==> src/rtl/phi2_mon_pkg.sv <==
// Shared types and defaults for the phi2 clock monitor.
package phi2_mon_pkg;

    localparam int PERIOD_W           = 5;
    localparam int DEF_NOM_PERIOD     = 8;
    localparam int DEF_TOL            = 1;
    localparam int DEF_LOCK_COUNT     = 4;
    localparam int DEF_TIMEOUT        = 16;

    typedef enum logic [1:0] {
        ST_IDLE   = 2'd0,
        ST_ACQ    = 2'd1,
        ST_LOCKED = 2'd2,
        ST_LOST   = 2'd3
    } mon_state_e;

    function automatic logic period_in_tol(
        input logic [PERIOD_W-1:0] sample,
        input logic [PERIOD_W-1:0] lo,
        input logic [PERIOD_W-1:0] hi
    );
        return (sample >= lo) && (sample <= hi);
    endfunction

endpackage

==> src/rtl/sync_edge_det.sv <==
// Two-flop synchronizer plus history flop with registered rise/fall strobes.
module sync_edge_det (
    input  logic clk,
    input  logic rst,
    input  logic d_in,
    output logic rise_stb,
    output logic fall_stb
);

    logic sync1_q, sync1_d;
    logic sync2_q, sync2_d;
    logic hist_q,  hist_d;
    logic rise_q,  rise_d;
    logic fall_q,  fall_d;

    // next-state of synchronizer chain and edge strobes
    always_comb begin
        sync1_d = d_in;
        sync2_d = sync1_q;
        hist_d  = sync2_q;
        rise_d  = sync2_q & ~hist_q;
        fall_d  = ~sync2_q & hist_q;
    end

    // synchronizer, history and strobe registers
    always_ff @(posedge clk or posedge rst) begin
        if (rst) begin
            sync1_q <= 1'b0;
            sync2_q <= 1'b0;
            hist_q  <= 1'b0;
            rise_q  <= 1'b0;
            fall_q  <= 1'b0;
        end else begin
            sync1_q <= sync1_d;
            sync2_q <= sync2_d;
            hist_q  <= hist_d;
            rise_q  <= rise_d;
            fall_q  <= fall_d;
        end
    end

    assign rise_stb = rise_q;
    assign fall_stb = fall_q;

endmodule

==> src/rtl/phi2_monitor.sv <==
// phi2 period measurement and lock monitor.
// Optional PHI2_MON_STATS_EN adds an 8-bit saturating LOCKED->LOST counter.
module phi2_monitor
    import phi2_mon_pkg::*;
#(
    parameter int NOM_PERIOD = DEF_NOM_PERIOD,
    parameter int TOL        = DEF_TOL,
    parameter int LOCK_COUNT = DEF_LOCK_COUNT,
    parameter int TIMEOUT    = DEF_TIMEOUT
) (
    input  logic                clk,
    input  logic                rst,
    input  logic                phi2_in,
    output logic                rise_stb,
    output logic                fall_stb,
    output logic [PERIOD_W-1:0] period,
    output logic                locked,
    output logic                lost
`ifdef PHI2_MON_STATS_EN
    ,
    output logic [7:0]          lost_count
`endif
);

    localparam logic [PERIOD_W-1:0] GOOD_LO   = PERIOD_W'(NOM_PERIOD - TOL);
    localparam logic [PERIOD_W-1:0] GOOD_HI   = PERIOD_W'(NOM_PERIOD + TOL);
    localparam logic [PERIOD_W-1:0] TIMEOUT_C = PERIOD_W'(TIMEOUT);
    localparam logic [PERIOD_W-1:0] CNT_MAX   = {PERIOD_W{1'b1}};
    localparam logic [2:0]          LOCK_C    = 3'(LOCK_COUNT);

    mon_state_e          state_q, state_d;
    logic [PERIOD_W-1:0] cnt_q, cnt_d;
    logic [PERIOD_W-1:0] period_q, period_d;
    logic [2:0]          good_q, good_d;
    logic                locked_q, locked_d;
    logic                lost_q, lost_d;
    logic                good_s;
    logic                timeout_s;

    sync_edge_det u_sync_edge_det (
        .clk      (clk),
        .rst      (rst),
        .d_in     (phi2_in),
        .rise_stb (rise_stb),
        .fall_stb (fall_stb)
    );

    // interval counter, period capture and lock FSM next-state
    always_comb begin
        state_d   = state_q;
        good_d    = good_q;
        good_s    = period_in_tol(cnt_q, GOOD_LO, GOOD_HI);
        timeout_s = (cnt_q == TIMEOUT_C);

        if (rise_stb) begin
            cnt_d    = {{(PERIOD_W-1){1'b0}}, 1'b1};
            period_d = cnt_q;
        end else if (cnt_q != CNT_MAX) begin
            cnt_d    = cnt_q + {{(PERIOD_W-1){1'b0}}, 1'b1};
            period_d = period_q;
        end else begin
            cnt_d    = cnt_q;
            period_d = period_q;
        end

        // a rise strobe always takes priority over a coincident timeout
        case (state_q)
            ST_IDLE: begin
                if (rise_stb) begin
                    state_d = ST_ACQ;
                    good_d  = 3'd0;
                end else begin
                    state_d = ST_IDLE;
                end
            end
            ST_ACQ: begin
                if (rise_stb) begin
                    if (!good_s) begin
                        good_d = 3'd0;
                    end else if ((good_q + 3'd1) == LOCK_C) begin
                        state_d = ST_LOCKED;
                        good_d  = 3'd0;
                    end else begin
                        good_d = good_q + 3'd1;
                    end
                end else if (timeout_s) begin
                    state_d = ST_IDLE;
                    good_d  = 3'd0;
                end else begin
                    state_d = ST_ACQ;
                end
            end
            ST_LOCKED: begin
                if (rise_stb) begin
                    if (good_s) begin
                        state_d = ST_LOCKED;
                    end else begin
                        state_d = ST_LOST;
                    end
                end else if (timeout_s) begin
                    state_d = ST_LOST;
                end else begin
                    state_d = ST_LOCKED;
                end
            end
            ST_LOST: begin
                if (rise_stb) begin
                    state_d = ST_ACQ;
                    good_d  = 3'd0;
                end else begin
                    state_d = ST_LOST;
                end
            end
            default: begin
                state_d = ST_IDLE;
                good_d  = 3'd0;
            end
        endcase

        locked_d = (state_d == ST_LOCKED);
        lost_d   = (state_d == ST_LOST);
    end

    // state, counter and output registers
    always_ff @(posedge clk or posedge rst) begin
        if (rst) begin
            state_q  <= ST_IDLE;
            cnt_q    <= '0;
            period_q <= '0;
            good_q   <= 3'd0;
            locked_q <= 1'b0;
            lost_q   <= 1'b0;
        end else begin
            state_q  <= state_d;
            cnt_q    <= cnt_d;
            period_q <= period_d;
            good_q   <= good_d;
            locked_q <= locked_d;
            lost_q   <= lost_d;
        end
    end

    assign period = period_q;
    assign locked = locked_q;
    assign lost   = lost_q;

`ifdef PHI2_MON_STATS_EN
    logic [7:0] lost_count_q, lost_count_d;

    // count LOCKED->LOST transitions, saturating
    always_comb begin
        if ((state_q == ST_LOCKED) && (state_d == ST_LOST) && (lost_count_q != 8'hFF)) begin
            lost_count_d = lost_count_q + 8'd1;
        end else begin
            lost_count_d = lost_count_q;
        end
    end

    // loss statistics register
    always_ff @(posedge clk or posedge rst) begin
        if (rst) begin
            lost_count_q <= 8'd0;
        end else begin
            lost_count_q <= lost_count_d;
        end
    end

    assign lost_count = lost_count_q;
`endif

endmodule

==> config.mk <==
export PLATFORM = sky130hd
export DESIGN_NAME = phi2_monitor
export DESIGN_NICKNAME = d
export VERILOG_FILES = /design/src/rtl/phi2_mon_pkg.sv /design/src/rtl/sync_edge_det.sv /design/src/rtl/phi2_monitor.sv
export SDC_FILE = /design/constraint.sdc
export NUM_CORES = 1
export LEC_CHECK = 0
export BUFFER_PORTS_ARGS = -buffer_cell sky130_fd_sc_hd__buf_2
export CAP_MARGIN = 10
export CORE_UTILIZATION = 64
export CTS_BUF_LIST = sky130_fd_sc_hd__clkbuf_4 sky130_fd_sc_hd__clkbuf_8
export DETAILED_ROUTE_END_ITERATION = 16
export MAX_ROUTING_LAYER = met4
export PLACE_DENSITY_LB_ADDON = 0.1
export SETUP_SLACK_MARGIN = 0.3
export SKIP_CTS_REPAIR_TIMING = 1
export SYNTH_ARGS = -nofsm -noshare
export SYNTH_HDL_FRONTEND = slang
export SYNTH_HIERARCHICAL = 1
export SYNTH_SLANG_ARGS = --single-unit
==> constraint.sdc <==
create_clock -name clk -period 3.5 [get_ports clk]
set_clock_uncertainty 0.05 [all_clocks]
set_input_delay 0.35 -clock clk [delete_from_list [all_inputs] [get_ports clk]]
set_output_delay 0.35 -clock clk [all_outputs]
set_load 0.1 [all_outputs]
### Word-level counts from Yosys, hierarchy flattened

Cells that the tools add are included.

* register bits after elaboration: 22
* logic and storage cells: 53
* input bits: 3
* memories: 0
* bits in latches: 0
* bits in writable memories: 0
* output and inout bits: 9
* bits in read-only memories: 0

* shifts and indexed selects: 0
* multiply operators: 0
* $lt $le $gt $ge: 2
* divide/modulo/power cells: 0
* multiplexer cells: 18
* bitwise logic cells: 4
* reductions and logical operators: 6
* add/sub/neg operators: 2
* equality and inequality tests: 10

Operators by type and width (count)
* $mux 3: 5
* $mux 2: 5
* $mux 5: 2
* $eq 2x2->1 const B: 4
* $pmux 2 s4: 1
* $pmux 3 s2: 1
* $add 5x1->5 const B: 1
* $eq 5x5->1 const B: 1
* $ge 5x3->1 const B: 1
* $le 5x4->1 const B: 1
* $ne 5x5->1 const B: 1
* $mux 1: 4
* $reduce_bool 2->1: 2
* $add 3x1->3 const B: 1
* $eq 3x3->1 const B: 1
* $ne 3x2->1 const B: 1
* $reduce_and 3->1: 1
* $and 1x1->1: 2
* $eq 2x1->1 const B: 1
* $logic_not 2->1: 1
* $ne 2x1->1 const B: 1
* $not 1->1: 2
* $reduce_or 2->1: 1
* $logic_and 1x1->1: 1

### Logic depth before layout (Yosys ltp)

Gate-level depths: netlist of run 1.

* depth after elaboration: 7
* depth in mapped cells: 7
* depth with buffers taken out: 7

### Hierarchy

The synthesis of run 1 kept the hierarchy.

Modules (own cells, without submodules)
* phi2_monitor: cells each 87, sequential area each 425.4 µm², instances 1, area an instance 989.7 µm²
* sync_edge_det: cells each 8, sequential area each 125.1 µm², instances 1, area an instance 143.9 µm²

### Worst setup path before layout of run 1

OpenSTA, ideal clock, no wires.

* path kind: register -> register
* from: register u_sync_edge_det.rise_q, in the netlist u_sync_edge_det/rise_stb
* to: register good_q[2]
* path buffers: 1
* library setup time: 0.080 ns
* setup slack: 1.154 ns
* period minus slack after synthesis: 2.346 ns
* data arrival time: 2.216 ns
* data required time: 3.370 ns
* stages on the path, launching flop included: 6
* cell sequence: dfrtp_1 > clkbuf_8 > nor2_1 > a311o_1 > or4_4 > o211ai_2

* cells in the longest elaborated chain, start to end: 2
* elaborated cells on any way between the ends: 5
* classes of those cells: 2 x eq/ne; 2 x mux; 1 x reduce/logical

RTL lines
* start: declaration: RTL line sync_edge_det.sv:13 `logic rise_q, rise_d;`
* start signal: assignment: RTL line sync_edge_det.sv:37 `rise_q <= rise_d;`
* $ne 3x2->1 (no line) (tied with other cells)
* $reduce_and 3->1 (no line) or $pmux 3 s2 (tied branches)
* end signal: assignment: RTL line phi2_monitor.sv:137 `good_q <= good_d;`
* end: declaration: RTL line phi2_monitor.sv:34 `logic [2:0] good_q, good_d;`

Parallel ways exist; a longest one is shown, timed or not.
A chain may end at the register's enable or synchronous reset.

### Worst setup path in the final report of run 1

* from: register cnt_q[0]
* to: register good_q[2]

* cells in the longest elaborated chain, start to end: 5
* elaborated cells on any way between the ends: 9
* classes of those cells: 2 x order compare; 2 x eq/ne; 3 x mux; 2 x reduce/logical

RTL lines
* start: declaration: RTL line phi2_monitor.sv:32 `logic [PERIOD_W-1:0] cnt_q, cnt_d;`
* start signal: assignment: RTL line phi2_monitor.sv:135 `cnt_q <= cnt_d;`
* $ge 5x3->1 or $le 5x4->1 (tied branches): RTL line phi2_mon_pkg.sv:22 `return (sample >= lo) && (sample <= hi);`
* $logic_and 1x1->1: RTL line phi2_mon_pkg.sv:22
* $mux 3: RTL line phi2_monitor.sv:78 `if (!good_s) begin`
* $mux 3: RTL line phi2_monitor.sv:77 `if (rise_stb) begin`
* $pmux 3 s2: RTL line phi2_monitor.sv:67 `case (state_q)`

Parallel ways exist; a longest one is shown, timed or not.

==> flow_metrics.env, run 1 <==
export IMPL_outcome="finished, violations left"
export IMPL_violations="DRC"
export IMPL_hold_viol_final=0
export IMPL_initial_core_util=0.719
export IMPL_ys_seq_area_frac=0.486
export IMPL_core_sq_um=1580
export IMPL_drt_iter0_markers=16
export IMPL_final_common_cell="dfrtp_1"
export IMPL_cts_tree="yes"
export IMPL_ys_ff_latch=22
export IMPL_final_cell_mix="dfrtp_1, buf_2, ha_1"
export IMPL_vias=744
export IMPL_finalMaxSlewViolations=0
export IMPL_cts_buffers_inserted=3
export IMPL_powerDensity_nw_per_um2=656
export IMPL_path_delay_family="simple AND/OR/NAND/NOR gates"
export IMPL_max_freq_mhz=484
export IMPL_fin_crit_sh=0.590
export IMPL_clock_sinks=22
export IMPL_slew_headroom=0.577
export IMPL_first_pass_iters=10
export IMPL_rsz0062_at_grt="no"
export IMPL_pin_count=12
export IMPL_synthesis_area_sq_um=1130
export IMPL_cp_data_required_time_ns=3.70
export IMPL_syn_nets=108
export IMPL_grt_total_usage=0.259
export IMPL_finalPower_mw=0.811
export IMPL_crit_path_end_kind="flop"
export IMPL_die_w_microns=44.1
export IMPL_antennaDiodeCount=0
export IMPL_grt_pass1_vias=808
export IMPL_final_cells=125
export IMPL_synthTopCellsByArea="dfrtp_1, ha_1, mux2_2"
export IMPL_routedWlPerCell_microns=15.0
export IMPL_grt_antenna_before_repair=0
export IMPL_reg2reg_slack_ns=1.43
export IMPL_slowest_delay_ns=0.54
export IMPL_grt_max_degree=20
export IMPL_fin_crit_ns=2.07
export IMPL_gp_congestion=0.822
export IMPL_synth_warnings=6
export IMPL_totalWireLength_microns=1880
export IMPL_drc=1
export IMPL_overflow=0
export IMPL_maxCapViolations=0
export IMPL_clkLatencyLatePin_ns=0.31
export IMPL_setup_viol=0
export IMPL_finalSetupTns_ns=0
export IMPL_critical_path_arrival_ns=2.26
export IMPL_synth_cell_type_count=35
export IMPL_grt_pass1_wl_microns=3390
export IMPL_cts_htree_levels=1
export IMPL_dieArea_sq_um=1940
export IMPL_dp_cells=120
export IMPL_io_buffer_count=11
export IMPL_path_class="flop to flop"
export IMPL_cts_buffer_depth=2
export IMPL_core_rowCount=14
export IMPL_crit_slowest_cell="or4_4"
export IMPL_vias_per_cell=5.95
export IMPL_cp_start_kind="flop"
export IMPL_avgSynthCellArea_sq_um=11.9
export IMPL_worstPathMaxFanout=8
export IMPL_hp_class="input pin to flop"
export IMPL_peakVddDrop_uv=548
export IMPL_die_y_microns=44.1
export IMPL_leakage_nw=0.625
export IMPL_crit_buf_inv=1
export IMPL_drive_above_1_share=0.257
export IMPL_tightestPinTransition_ns=0.634
export IMPL_antenna_left=0
export IMPL_dpl_hpwl_microns=1340
export IMPL_hold_worst_slack_ns=0.0856
export IMPL_yosysTopAreaCell="dfrtp_1"
export IMPL_final_area_sq_um=1240
export IMPL_cts_root_buf="clkbuf_4"
export IMPL_worstPathCellList="inv_1 -> ha_1 -> nand4bb_4 -> a311o_1 -> or4_4 -> o211ai_2"
export IMPL_synth_top_area_share=0.486
export IMPL_area_growth_pct=9.16
export IMPL_fin_nets=123
export IMPL_synth_cells=95
export IMPL_placedInstanceArea_sq_um=1190
export IMPL_path_clk_slew_ns=0.12
[stage by stage]
stage          setup slack (ns)  utilization
3_5_place_dp               1.46        0.756
2_1_floorplan              1.15            -
5_1_grt                    1.33        0.785
3_3_place_gp               1.46        0.756
6_report                   1.43        0.785
4_1_cts                    1.42        0.779
[where the power goes]
part | total (mW) | internal (mW) | switching (mW)
Clock | 0.140 | 0.0636 | 0.0766
Sequential | 0.345 | 0.296 | 0.0493
Combinational | 0.326 | 0.0886 | 0.238
Total | 0.811 | 0.448 | 0.363
[registers in the layout, summed over array words and instances, names as in the netlist]
name	cells
cnt_q	5
good_q	3
locked	1
lost	1
period	5
state_q	2
u_sync_edge_det/fall_stb	1
u_sync_edge_det/hist_d	1
u_sync_edge_det/hist_q	1
u_sync_edge_det/rise_stb	1
u_sync_edge_det/sync1_q	1
[path summary, 6_finish.rpt]
check / to / cells after the start / start
max reg2reg: good_q[2] / 6 / cnt_q[0]
min: u_sync_edge_det/sync1_q / 1 / phi2_in
max in group asynchronous: locked / 3 / rst
min in group asynchronous: u_sync_edge_det/hist_d / 3 / rst
min reg2reg: u_sync_edge_det/hist_d / 0 / u_sync_edge_det/sync1_q
max: good_q[2] / 6 / cnt_q[0]
[routing by layer]
metal | share of wire | wire, microns | track usage | up-vias
met5 | 0 | 0 | - | -
met2 | 0.49 | 918 | 0.412 | 17
met3 | 0.034 | 63 | 0.0735 | 7
met4 | 0.031 | 59 | 0.133 | 0
li1 | - | - | - | 361
met1 | 0.44 | 834 | 0.298 | 359
[cells in the mapped netlist]
cell,number
a21o_2,1
dfrtp_1,22
nor2b_1,3
or2_2,1
nor2_1,7
a311oi_1,1
o21bai_1,1
and2b_2,1
and3_2,1
ha_1,10
nor4_1,1
clkbuf_1,1
inv_1,7
xnor2_1,1
nand3_1,1
a32o_1,1
clkbuf_8,1
nor3b_1,2
a211o_1,1
xor2_1,2
a21boi_0,1
mux2_2,6
mux2i_1,3
o211ai_2,1
and3b_1,1
a21o_1,1
nand4_1,1
nand2b_1,2
or4_4,1
a311o_1,1
nand4bb_4,1
o21ai_0,3
nand2_1,4
nand4b_1,1
a21oi_1,2
[worst register-to-register path: cells and delay by family (launching register included)]
family / cells / cell delay [ns]
buf+inv: 1 / 0.10
fa+ha+maj: 1 / 0.19
compound gates: 2 / 0.51
simple gates: 2 / 0.66
flops: 1 / 0.50
[cell families after synthesis]
kind of cell,synth area share
mux,0.0861
xor+xnor,0.0232
buf+inv,0.0386
fa+ha+maj,0.110
flops,0.486
compound gates,0.0938
simple gates,0.162
[cell type report]
| cell class | instances | area [sq um] |
|---|---|---|
| flip-flops and latches | 22 | 551 |
| multi-input cells | 64 | 539 |
| fillers | 111 | 339 |
| repair buffers | 12 | 65.1 |
| clock buffers | 4 | 36.3 |
| inverters | 7 | 26.3 |
| well taps | 16 | 20.0 |
No activity file was read; power rests on OpenSTA's default activity.
==> inputs of run 2 (changes only) <==
--- a/config.mk
+++ b/config.mk
@@ -7,7 +7,7 @@
 export LEC_CHECK = 0
 export BUFFER_PORTS_ARGS = -buffer_cell sky130_fd_sc_hd__buf_2
 export CAP_MARGIN = 10
-export CORE_UTILIZATION = 64
+export CORE_UTILIZATION = 54
 export CTS_BUF_LIST = sky130_fd_sc_hd__clkbuf_4 sky130_fd_sc_hd__clkbuf_8
 export DETAILED_ROUTE_END_ITERATION = 16
 export MAX_ROUTING_LAYER = met4
==> constraint.sdc (replaced) <==
create_clock -name clk -period 1.9 [get_ports clk]
set_clock_uncertainty 0.05 [all_clocks]
set_input_delay 0.19 -clock clk [delete_from_list [all_inputs] [get_ports clk]]
set_output_delay 0.19 -clock clk [all_outputs]
set_load 0.1 [all_outputs]
==> run 2 against run 1 <==
Compared with the run above: the flow now finishes without violations; final cell count increased by 17%; sequential share of layout area fell by 4.2 points; register-to-register slack worse by 1.4 ns; maximum frequency grew 10%; setup slack got worse by 1.4 ns; design area up 11%; power increased by 87%; worst hold slack gained 0.21 ns; flip-flop and latch count is the same; sequential power rose by 83%; largest cell class is now multi-input gates; highest routed layer unchanged.
==> flow_metrics.env, run 2 (synthesis results as in run 1) <==
export IMPL_fin_crit_sh=0.985
export IMPL_antennaDiodeCount=0
export IMPL_initial_core_util=0.578
export IMPL_p_sw_mw=0.667
export IMPL_cts_buffers_inserted=3
export IMPL_finalPower_mw=1.52
export IMPL_drc=0
export IMPL_area_growth_pct=21.5
export IMPL_power_frac_seq=0.416
export IMPL_worstPathCellList="ha_1 -> o21bai_1 -> a32o_2 -> a311oi_1 -> a211o_1 -> and3b_1"
export IMPL_powerDensity_nw_per_um2=1100
export IMPL_clkLatencyLatePin_ns=0.29
export IMPL_grt_antenna_before_repair=0
export IMPL_pwr_share_clk=0.130
export IMPL_max_freq_mhz=535
export IMPL_internal_power_mw=0.852
export IMPL_worstPathMaxFanout=7
export IMPL_hold_viol_final=0
export IMPL_fin_nets=134
export IMPL_maxCapViolations=0
export IMPL_setup_ws_ns=0.0294
export IMPL_peakVddDrop_uv=1070
export IMPL_antenna_left=0
export IMPL_path_clk_slew_ns=0.11
export IMPL_drt_iter0_markers=9
export IMPL_cts_tree="yes"
export IMPL_outcome="finished, final reports clean"
export IMPL_dieArea_sq_um=2290
export IMPL_pin_count=12
export IMPL_dpl_hpwl_microns=1300
export IMPL_reg2reg_from="cnt_q[0]"
export IMPL_leakage_nw=0.675
export IMPL_core_sq_um=1960
export IMPL_clock_sinks=22
export IMPL_comb_power_share=0.454
export IMPL_cts_htree_levels=1
export IMPL_grt_pass1_vias=637
export IMPL_finalSetupTns_ns=0
export IMPL_first_pass_iters=4
export IMPL_cts_root_buf="clkbuf_4"
export IMPL_grt_max_degree=20
export IMPL_reg2reg_slack_ns=0.03
export IMPL_dp_slack_ns=0.0138
export IMPL_io_buffer_count=11
export IMPL_routedWlPerCell_microns=13.4
export IMPL_final_cell_mix="dfrtp_1, buf_2, buf_4"
export IMPL_crit_slowest_cell="dfrtp_2"
export IMPL_drive_above_1_share=0.437
export IMPL_vias=776
export IMPL_critical_path_arrival_ns=2.06
export IMPL_crit_buf_inv=0
export IMPL_core_rowCount=16
export IMPL_totalWireLength_microns=1950
export IMPL_tightestPinTransition_ns=0.646
export IMPL_cp_data_required_time_ns=2.09
export IMPL_cts_buffer_depth=2
export IMPL_reg2reg_depth=6
export IMPL_hold_worst_slack_ns=0.293
export IMPL_die_y_microns=47.8
export IMPL_worstReg2RegEnd="lost"
export IMPL_path_class="flop to flop"
export IMPL_final_common_cell="dfrtp_1"
export IMPL_setup_viol=0
export IMPL_cp_start_kind="flop"
export IMPL_swShare=0.439
export IMPL_vias_per_cell=5.32
export IMPL_rsz0062_at_grt="yes"
export IMPL_die_w_microns=47.8
export IMPL_grt_total_usage=0.187
export IMPL_hp_class="input pin to async pin"
export IMPL_finalMaxSlewViolations=0
export IMPL_grt_pass1_wl_microns=2750
export IMPL_overflow=0
export IMPL_slew_headroom=0.569
export IMPL_slowest_delay_ns=0.48
export IMPL_path_delay_family="compound AO/OA/AOI/OAI gates"
export IMPL_fin_crit_ns=1.87
export IMPL_crit_path_end_kind="flop"
export IMPL_gp_congestion=0.791
run 2: cell count changes in the layout (fill, tap and decap cells not counted), sizes merged:
cell | previous run | this run
dlygate4sd3 | 1 | 2
buf | 11 | 21
clkbuf | 4 | 3
run 2: routing by layer:
layer  track usage  routed length (microns)  vias to the layer above  part of all wire
met3        0.0377                       56                        2             0.029
met2         0.257                      889                       11              0.46
li1              -                        -                      379                 -
met1         0.265                      993                      384              0.51
met5             -                        0                        -                 0
met4        0.0833                       13                        0            0.0067
run 2: final cells by class:
cell class	instances	area, sq um
Multi-Input combinational cell	64	589
Fill cell	164	584
Sequential cell	22	556
Timing Repair Buffer	23	150
Tap cell	27	33.8
Inverter	7	26.3
Clock buffer	3	22.5
run 2: worst max path at each step:
stage | from | to | cells past startpoint
3_3_place_gp | cnt_q[0] | good_q[2] | 6
6_report | cnt_q[0] | lost | 6
4_1_cts | cnt_q[0] | good_q[2] | 6
5_1_grt | cnt_q[0] | lost | 6
3_5_place_dp | cnt_q[0] | good_q[2] | 6
2_1_floorplan | cnt_q[1] | good_q[2] | 6
run 2: worst register-to-register path, cell delays in order, from the launching register on:
cell and delay, ns:
dfrtp_2 0.48, ha_1 0.21, o21bai_1 0.15, a32o_2 0.30
a311oi_1 0.28, a211o_1 0.19, and3b_1 0.16
run 2: power groups by stage:
| stage | Combinational, mW | Clock [mW] | Sequential (mW) |
|---|---|---|---|
| global placement | 0.606 | 0 | 0.639 |
| floorplan | 0.220 | 0 | 0.916 |
| global route | 0.731 | 0.228 | 0.647 |
| CTS | 0.614 | 0.208 | 0.630 |
| detailed placement | 0.609 | 0 | 0.641 |
| finish | 0.690 | 0.198 | 0.632 |
run 2: metrics by stage:
step                instance area [sq um]  instances   util
finish                               1380        146  0.702
floorplan                            1150         95      -
global route                         1380        146  0.702
CTS                                  1260        136  0.643
global placement                     1240        133  0.632
detailed placement                   1240        133  0.632
==> inputs of run 3 (changes only) <==
--- a/config.mk
+++ b/config.mk
@@ -8,7 +8,7 @@
 export BUFFER_PORTS_ARGS = -buffer_cell sky130_fd_sc_hd__buf_2
 export CAP_MARGIN = 10
 export CORE_UTILIZATION = 54
-export CTS_BUF_LIST = sky130_fd_sc_hd__clkbuf_4 sky130_fd_sc_hd__clkbuf_8
+export CTS_BUF_LIST = sky130_fd_sc_hd__clkbuf_8
 export DETAILED_ROUTE_END_ITERATION = 16
 export MAX_ROUTING_LAYER = met4
 export PLACE_DENSITY_LB_ADDON = 0.1
==> run 3 against run 2 <==
Compared with the run above: first-iteration DRC count is 22% lower; global-route usage is 0.57 points higher; power is 3.9% higher; worst hold slack better by 0.022 ns; critical path type unchanged; largest cell class unchanged; highest routed layer unchanged.
==> flow_metrics.env, run 3 (synthesis results as in run 1) <==
export IMPL_outcome="finished, final reports clean"
export IMPL_placedInstanceArea_sq_um=1240
export IMPL_vias_per_cell=5.29
export IMPL_dpl_hpwl_microns=1300
export IMPL_hold_viol_final=0
export IMPL_setup_viol=0
export IMPL_path_clk_slew_ns=0.07
export IMPL_reg2reg_slack_ns=0.02
export IMPL_p_sw_mw=0.673
export IMPL_dp_cells=133
export IMPL_worstPathMaxFanout=7
export IMPL_die_y_microns=47.8
export IMPL_vias=773
export IMPL_routedWlPerCell_microns=13.3
export IMPL_maxCapViolations=0
export IMPL_io_buffer_count=11
export IMPL_path_class="flop to flop"
export IMPL_tightestPinTransition_ns=0.660
export IMPL_cts_tree="yes"
export IMPL_leakage_nw=0.684
export IMPL_fin_crit_ns=1.88
export IMPL_holdPathStages=0
export IMPL_nFillCells=168
export IMPL_peakVddDrop_uv=1330
export IMPL_fin_nets=134
export IMPL_core_sq_um=1960
export IMPL_initial_core_util=0.578
export IMPL_internal_power_mw=0.906
export IMPL_drive_above_1_share=0.403
export IMPL_antenna_left=0
export IMPL_grt_pass1_vias=647
export IMPL_totalWireLength_microns=1940
export IMPL_cts_buffers_inserted=3
export IMPL_drt_iter0_markers=7
export IMPL_regArea_sq_um=556
export IMPL_finalPower_mw=1.58
export IMPL_power_frac_seq=0.400
export IMPL_drc=0
export IMPL_cp_data_required_time_ns=2.05
export IMPL_cts_buffer_depth=2
export IMPL_overflow=0
export IMPL_powerDensity_nw_per_um2=1150
export IMPL_grt_pass1_wl_microns=2800
export IMPL_clock_sinks=22
export IMPL_grt_max_degree=20
export IMPL_final_cell_mix="dfrtp_1, buf_2, buf_4"
export IMPL_fin_crit_sh=0.988
export IMPL_gp_congestion=0.791
export IMPL_pin_count=12
export IMPL_clkLatencyLatePin_ns=0.26
export IMPL_max_freq_mhz=533
export IMPL_critical_path_arrival_ns=2.02
export IMPL_finalMaxSlewViolations=0
export IMPL_grt_antenna_before_repair=0
export IMPL_final_area_sq_um=1370
export IMPL_multiInputGateArea_sq_um=564
export IMPL_pwr_share_clk=0.177
export IMPL_cp_startpoint="cnt_q[0]"
export IMPL_reg2reg_from="cnt_q[0]"
export IMPL_rsz0062_at_grt="yes"
export IMPL_worstReg2RegEnd="lost"
export IMPL_swShare=0.426
export IMPL_antennaDiodeCount=0
export IMPL_hold_worst_slack_ns=0.315
export IMPL_cts_htree_levels=1
export IMPL_comb_power_share=0.424
export IMPL_dieArea_sq_um=2290
export IMPL_reg2reg_depth=6
export IMPL_cp_start_kind="flop"
export IMPL_final_common_cell="dfrtp_1"
export IMPL_crit_end="lost"
export IMPL_crit_path_end_kind="flop"
export IMPL_first_pass_iters=4
export IMPL_area_growth_pct=21.0
export IMPL_final_cells=146
export IMPL_grt_total_usage=0.192
export IMPL_die_w_microns=47.8
export IMPL_hp_class="flop to flop"
export IMPL_slew_headroom=0.560
export IMPL_core_rowCount=16
export IMPL_cts_root_buf="clkbuf_8"
## run 3: cell counts in the layout (fill, tap and decap cells not counted)
No cell type changed its count.
## run 3: metrics by stage
step	util	worst slack (ns)	TNS, ns
floorplan	-	0.0928	0
global placement	0.632	0.0506	0
detailed placement	0.632	0.0138	0
CTS	0.653	-0.00785	-0.00785
global route	0.699	-0.0751	-0.153
finish	0.699	0.0225	0
## run 3: worst max-delay path: stages, from the launching register on
cell and delay (ns):
dfrtp_2 0.46, ha_1 0.21, o21bai_1 0.15, a32o_2 0.30
a311oi_1 0.30, a211o_1 0.19, and3b_1 0.16
## run 3: final cells by class
class                   instances  share of cell area
flip-flops and latches         22               0.405
inverters                       7              0.0192
clock buffers                   3              0.0301
multi-input cells              64               0.411
repair buffers                 23               0.109
well taps                      27              0.0246
## run 3: routing by layer
metal  up-vias  share of wire  global-route usage  wire, microns
li1        379              -                   -              -
met1       376           0.51               0.267            984
met2        14           0.45               0.265            878
met3         4          0.029              0.0377             57
met4         0          0.012               0.100             23
met5         -              0                   -              0
## run 3: power groups by stage
stage                     combinational, mW  clock, mW  sequential [mW]
after floorplan                       0.220          0            0.916
after global placement                0.606          0            0.639
after detailed placement              0.609          0            0.641
after CTS                             0.614      0.286            0.631
after global routing                  0.707      0.311            0.646
final                                 0.669      0.279            0.631
## run 3: how the worst min path moves through the flow
stage / startpoint / to / slack, ns
after global routing: u_sync_edge_det/sync1_q / u_sync_edge_det/hist_d / 0.32
after CTS: rst / u_sync_edge_det/hist_d / -0.23
after global placement: rst / u_sync_edge_det/sync1_q / 0.04
final: u_sync_edge_det/sync1_q / u_sync_edge_det/hist_d / 0.32
after floorplan: rst / u_sync_edge_det/fall_stb / -0.08
after detailed placement: rst / u_sync_edge_det/hist_d / 0.05
